**config.mk**
```make
export PLATFORM = sky130hd
export DESIGN_NAME = imem_boot_sequencer
export DESIGN_NICKNAME = d
export VERILOG_FILES = /design/src/rtl/boot_pkg.sv /design/src/rtl/byte_word_packer.sv /design/src/rtl/imem_boot_sequencer.sv
export SDC_FILE = /design/constraint.sdc
export NUM_CORES = 1
export LEC_CHECK = 0
export CORE_MARGIN = 2
export CORE_UTILIZATION = 40
export DETAILED_ROUTE_END_ITERATION = 7
export PLACE_DENSITY = 0.58
export SETUP_SLACK_MARGIN = 0.2
export SLEW_MARGIN = 20
export SYNTH_ARGS = -nofsm -noshare
export SYNTH_HDL_FRONTEND = slang
export SYNTH_HIERARCHICAL = 1
export SYNTH_SLANG_ARGS = --single-unit
```
**constraint.sdc**
```tcl
create_clock -name clk -period 3.9 [get_ports clk]
set_clock_uncertainty 0.15 [all_clocks]
set_input_delay 0.975 -clock clk [delete_from_list [all_inputs] [get_ports clk]]
set_output_delay 0.975 -clock clk [all_outputs]
set_load 0.05 [all_outputs]
```
**src/rtl/boot_pkg.sv**
```systemverilog
// Shared state encoding, error codes and a state-decode helper for the
// instruction-memory boot sequencer.
package boot_pkg;

    localparam logic [2:0] ST_HDR0  = 3'd0;
    localparam logic [2:0] ST_HDR1  = 3'd1;
    localparam logic [2:0] ST_LOAD  = 3'd2;
    localparam logic [2:0] ST_CSUM  = 3'd3;
    localparam logic [2:0] ST_RUN   = 3'd4;
    localparam logic [2:0] ST_HALT  = 3'd5;
    localparam logic [2:0] ST_ERROR = 3'd6;

    localparam logic [1:0] ERR_NONE = 2'd0;
    localparam logic [1:0] ERR_LEN  = 2'd1;
    localparam logic [1:0] ERR_CSUM = 2'd2;

    // Only the frame-parsing states consume bytes from the source.
    function automatic logic accepts_bytes(input logic [2:0] st);
        return (st == ST_HDR0) || (st == ST_HDR1) || (st == ST_LOAD) || (st == ST_CSUM);
    endfunction

endpackage

```
**src/rtl/byte_word_packer.sv**
```systemverilog
// Packs four accepted bytes, little-endian, into a registered 32-bit word
// and flags it with a one-cycle word_valid.
module byte_word_packer (
    input  logic        clk,
    input  logic        clear,
    input  logic        byte_valid,
    input  logic [7:0]  byte_data,
    output logic        word_full,
    output logic        word_valid,
    output logic [31:0] word_data
);

    logic [1:0]  byte_cnt;
    logic [23:0] acc;

    assign word_full = byte_valid && (byte_cnt == 2'd3);

    always_ff @(posedge clk) begin
        if (clear) begin
            byte_cnt   <= 2'd0;
            acc        <= 24'd0;
            word_valid <= 1'b0;
            word_data  <= 32'd0;
        end else begin
            word_valid <= word_full;
            if (byte_valid) begin
                byte_cnt <= byte_cnt + 2'd1;
                case (byte_cnt)
                    2'd0:    acc[7:0]   <= byte_data;
                    2'd1:    acc[15:8]  <= byte_data;
                    2'd2:    acc[23:16] <= byte_data;
                    default: word_data  <= {byte_data, acc};
                endcase
            end
        end
    end

endmodule

```
**src/rtl/imem_boot_sequencer.sv**
```systemverilog
// Loads instruction memory from a framed byte stream, verifies the XOR
// checksum, then releases the core from reset with an optional run watchdog.
module imem_boot_sequencer
    import boot_pkg::*;
#(
    parameter int ADDR_W    = 8,
    parameter int DEPTH     = 256,
    parameter int RUN_LIMIT = 0
) (
    input  logic              clk,
    input  logic              rst,
    input  logic              rx_valid,
    input  logic [7:0]        rx_data,
    output logic              rx_ready,
    input  logic              restart,
    output logic              imem_we,
    output logic [ADDR_W-1:0] imem_waddr,
    output logic [31:0]       imem_wdata,
    output logic              core_rst_n,
    output logic              boot_done,
    output logic              boot_err,
    output logic              run_timeout,
    output logic [1:0]        err_code
);

    logic [2:0]        state, next_state;
    logic [7:0]        len_lo, csum;
    logic [15:0]       n_words, word_cnt;
    logic [ADDR_W-1:0] wr_addr;
    logic [31:0]       run_cnt;
    logic [1:0]        err_q;
    logic [16:0]       hdr_len;
    logic              xfer, do_restart, load_byte, word_full, word_valid;
    logic [31:0]       word_data;

    assign rx_ready   = !rst && accepts_bytes(state);
    assign xfer       = rx_valid && rx_ready;
    assign do_restart = restart && ((state == ST_RUN) || (state == ST_HALT) || (state == ST_ERROR));
    assign load_byte  = xfer && (state == ST_LOAD);
    assign hdr_len    = {1'b0, rx_data, len_lo};

    byte_word_packer u_packer (
        .clk        (clk),
        .clear      (rst || do_restart),
        .byte_valid (load_byte),
        .byte_data  (rx_data),
        .word_full  (word_full),
        .word_valid (word_valid),
        .word_data  (word_data)
    );

    always_comb begin
        next_state = state;
        case (state)
            ST_HDR0: if (xfer) next_state = ST_HDR1;
            ST_HDR1: if (xfer) begin
                if (hdr_len > 17'(DEPTH))  next_state = ST_ERROR;
                else if (hdr_len == 17'd0) next_state = ST_CSUM;
                else                       next_state = ST_LOAD;
            end
            ST_LOAD: if (word_full && (word_cnt == n_words - 16'd1)) next_state = ST_CSUM;
            ST_CSUM: if (xfer) next_state = (rx_data == csum) ? ST_RUN : ST_ERROR;
            ST_RUN:  if ((RUN_LIMIT != 0) && (run_cnt == 32'(RUN_LIMIT - 1))) next_state = ST_HALT;
            ST_HALT, ST_ERROR: ;
            default: next_state = ST_HDR0;
        endcase
        if (do_restart) next_state = ST_HDR0;
    end

    // core_rst_n follows the next state so release and re-assert line up with the state edge.
    always_ff @(posedge clk) begin
        if (rst) begin
            state      <= ST_HDR0;
            core_rst_n <= 1'b0;
            len_lo     <= 8'd0;
            n_words    <= 16'd0;
            word_cnt   <= 16'd0;
            wr_addr    <= '0;
            csum       <= 8'd0;
            run_cnt    <= 32'd0;
            err_q      <= ERR_NONE;
        end else begin
            state      <= next_state;
            core_rst_n <= (next_state == ST_RUN);
            if (do_restart) begin
                len_lo   <= 8'd0;
                n_words  <= 16'd0;
                word_cnt <= 16'd0;
                wr_addr  <= '0;
                csum     <= 8'd0;
                run_cnt  <= 32'd0;
                err_q    <= ERR_NONE;
            end else begin
                if (xfer && (state == ST_HDR0)) len_lo <= rx_data;
                if (xfer && (state == ST_HDR1)) begin
                    n_words <= hdr_len[15:0];
                    if (hdr_len > 17'(DEPTH)) err_q <= ERR_LEN;
                end
                if (load_byte)  csum     <= csum ^ rx_data;
                if (word_full)  word_cnt <= word_cnt + 16'd1;
                if (word_valid) wr_addr  <= wr_addr + ADDR_W'(1);
                if (xfer && (state == ST_CSUM) && (rx_data != csum)) err_q <= ERR_CSUM;
                if (state == ST_RUN) run_cnt <= run_cnt + 32'd1;
            end
        end
    end

    assign imem_we     = word_valid;
    assign imem_waddr  = wr_addr;
    assign imem_wdata  = word_data;
    assign boot_done   = (state == ST_RUN);
    assign boot_err    = (state == ST_ERROR);
    assign run_timeout = (state == ST_HALT);
    assign err_code    = err_q;

endmodule

```
==> summary.md <==
The tools report the antenna violation net count after detailed routing as 0. The number of warnings reported in the yosys synthesis log came out at 6. The H-tree generated during clock tree synthesis spans 4 levels. The number of pins with negative max-slew slack in the final report is 0. At the end of the flow, the number of nets in the layout was 671.

The port buffer count was 59. The tools report the kind of launch point of the worst setup path as a flop. Broken down by cell family, the worst path's largest delay share belongs to buffers and inverters. Based on the critical path, the design can be clocked at up to 286.3 MHz.

The die is 121.6 um tall. Counting flops and latches in the post-synthesis netlist gives 121. Setup repair after global routing left no endpoint under its margin. met2 is the most crowded layer. The floorplan has 42 rows.

For the initial antenna violation count, the log shows 0. Post-CTS repair changed the size of 0 cells. The layout overhead on the synthesized area came out at 23.16%. Subtracting the final worst setup slack from the clock period gives 3493 ps. The logs give 0.5104 for the core occupancy in the finished layout and 0 for the remaining design rule violation count. Across all layers, the routed design uses 4,198 vias. The tools report the overall routed net length as 12.66 mm. The tools report the violation count after the first detailed-route iteration as 233.

The met3 track utilization from global routing was 0.05337. The number of global-route vias before repair was 4,084; the area of the mapped netlist was 0.005532 mm^2. Setup violations remaining at the end of the flow were counted as 0. The congestion estimate from routability-driven global placement came to 0.8356.

For the worst-skew pair, the clock arrives at the later sink with an insertion delay of 410 ps. The share of the synthesized area in the top cell type is 0.4379. The final-report hold violation count was 0. The critical path goes through nor2_1, and2_1, clkdlybuf4s50_1. Fraction of met1 tracks used by global routing: 0.2512.

The worst-case IR drop observed on VDD is 0.3240 mV. The global routing usage on met2 was 0.2728; the final worst-path cycle share was 0.8957. The setup path with the least slack is of type flop to output pin.

The region available for standard cell placement spans 0.01335 mm^2. Final hold analysis gives a worst-case slack of 322.7 ps. Sorting the synthesized cells by area gives the leading types as dfxtp_1 (44%), mux2i_1 (11%), nand2b_1 (7.6%), xor2_1 (6.5%), nand2_1 (4.6%). The largest net degree at the start of global routing is 61.

TritonCTS built the clock tree. Along the worst path, the maximum fanout reaches 12. The number of vias per cell is 5.010, and the full die area is 0.01479 mm^2.

The tools report the worst slew slack as a fraction of its limit as 0.5658. The flow ran to the end, and the final reports show no timing, DRC or antenna violations. The starting density of the core was 0.4144. The global-route usage over all layers came out at 0.1822.

The number of instances in the synthesized netlist was 600; the arrival time reported for the critical path endpoint was 2370 ps. The proportion of layout cells with a drive suffix above 1 is 0.07100. The number of nets produced by synthesis came out at 619. The half-perimeter wire length after detailed placement is 8.630 mm.

The first global-routing pass estimated 20.84 mm of wire. STA classifies the critical path endpoint as an output pin. The number of enable-type register cells in the synthesized netlist was 0; the first-pass detailed-route iteration total was 4. The average cell area after synthesis was 9.219 um^2. The predominant post-synthesis flop cell is dfxtp_1. Buffers inserted during clock tree synthesis total 17. The final total negative setup slack is 0 ps. Setup slack closes at 406.6 ps. OpenSTA, run right after detailed placement, puts the worst setup slack at 160.9 ps.

Hold repair after CTS inserted 0 buffers. Post-CTS timing repair inserted 0 buffers for setup. In this design, the stage delay of the slowest critical-path cell is 800 ps. During I/O placement, the number of pins put on the boundary was 60. The largest buffer count on any clock path is 2, and the number of buffers and inverters on the critical path is 1. The run gives 52 as the unique cell type count in the Yosys netlist. At the pin with the least slew margin, the transition time is 645.3 ps. The type of the worst min-delay path was flop to flop. In this run the cell area measured after placement is 0.006207 mm^2. The routed length per placed instance works out to 15.11 um. The root cell of the clock tree was clkbuf_16. The data required time at the worst endpoint was 2770 ps; the total power divided by cell area was 446.6 mW/mm^2. The number of antenna cells inserted is 0. The slowest stage of the critical path belongs to the cell clkdlybuf4s50_1. The post-synthesis sequential area ratio was 0.4379; the clock-pin slew on the worst setup and hold paths was 50 ps. For this design the static power due to leakage is 2.547 nW.

The fraction of registers with async set or reset after synthesis was 0. The tools report the sum of overflow across all layers after global routing as 0. Once layout is done, the placed cells without fillers occupy 0.006813 mm^2. Of all cell types, the one taking the most synthesized area is dfxtp_1. Measured along the x axis, the die boundary spans 121.6 um. Max-cap violations in this run came to 0. The tree built by TritonCTS fans out to 121 sinks.
area by class of cell:
| type | count | area [um^2] |
|---|---|---|
| Multi-Input combinational cell | 437 | 2877 |
| Timing Repair Buffer | 67 | 650.6 |
| Clock buffer | 20 | 456.7 |
| Sequential cell | 121 | 2422 |
| Clock inverter | 9 | 148.9 |
| Fill cell | 1295 | 6535 |
| Tap cell | 176 | 220.2 |
| Inverter | 8 | 37.54 |
routing by layer:
layer,part of all wire,vias to the layer above
li1,-,2116
met1,0.49,1981
met2,0.45,81
met3,0.041,20
met4,0.015,0
met5,0,-
layout by cell type, fill, tap and decap left out, types with 5 or more instances in the layout:
cell and instances:
xnor2_1 16, nand4_1 5, xor2_1 41, nand2_1 68, mux2i_1 60, ha_1 7
buf_4 8, clkdlybuf4s50_1 59, nand2b_1 67, nor3_1 8, and3_1 7, inv_1 7
clkbuf_16 17, nand3_1 19, dfxtp_1 121, nor4_1 9, o21ai_0 6, a21oi_1 35
nor2_1 48
logic make-up after synthesis:
logic type      synth area share
xor+xnor                 0.09025
flops                     0.4379
buf+inv                  0.04524
compound gates           0.06108
fa+ha+maj                0.01583
mux                       0.1086
simple gates              0.2411
synth_stat cells (all sizes together), types with 2 or more instances:
| master | number |
|---|---|
| nor4 | 10 |
| buf | 13 |
| ha | 7 |
| nand2b | 67 |
| nor2b | 2 |
| or3 | 4 |
| nor4b | 2 |
| dfxtp | 121 |
| o21ba | 2 |
| a31oi | 3 |
| mux2i | 60 |
| inv | 8 |
| and2 | 4 |
| clkbuf | 21 |
| and4 | 2 |
| a21oi | 35 |
| nand4 | 5 |
| nor3 | 9 |
| nand3 | 19 |
| o31a | 2 |
| o21ai | 6 |
| xnor2 | 16 |
| nor2 | 48 |
| nor3b | 3 |
| and3 | 7 |
| xor2 | 41 |
| nand2 | 69 |
path summary, 6_finish.rpt:
| path | start | to | slack [ps] | cells past startpoint |
|---|---|---|---|---|
| setup / recovery | state[0] | boot_done | 410 | 3 |
| hold / removal | u_packer/word_data[10] | u_packer/word_data[10] | 320 | 2 |
| setup reg to reg | state[1] | word_cnt[15] | 1150 | 9 |
| hold reg to reg | u_packer/word_data[10] | u_packer/word_data[10] | 320 | 2 |
state kept, by name, indices dropped and copies added, names as in the netlist:
| signal | cells |
|---|---|
| core_rst_n | 1 |
| csum | 8 |
| err_code | 2 |
| imem_waddr | 8 |
| len_lo | 8 |
| n_words | 16 |
| state | 3 |
| u_packer/acc | 24 |
| u_packer/byte_cnt | 2 |
| u_packer/word_data | 32 |
| u_packer/word_valid | 1 |
| word_cnt | 16 |
power breakdown:
| part | switching (W) | internal [W] | total (W) |
|---|---|---|---|
| clock network | 0.000533 | 0.00109 | 0.00162 |
| registers | 0.0000154 | 0.00125 | 0.00127 |
| logic | 0.0000949 | 0.0000629 | 0.000158 |
tightest hold or removal path, delay by kind of cell (launching register included):
family | cells | cell delay [ps]
flip-flops | 1 | 310
multiplexers | 1 | 50
AND/OR/NAND/NOR | 1 | 60
metrics by stage:
| stage | instances | power [W] |
|---|---|---|
| 2_1_floorplan | 600 | 0.001395 |
| 3_3_place_gp | 809 | 0.001447 |
| 3_5_place_dp | 809 | 0.001448 |
| 4_1_cts | 838 | 0.003079 |
| 5_1_grt | 838 | 0.003148 |
| 6_report | 838 | 0.003043 |
(Power assumes the default switching activity.)
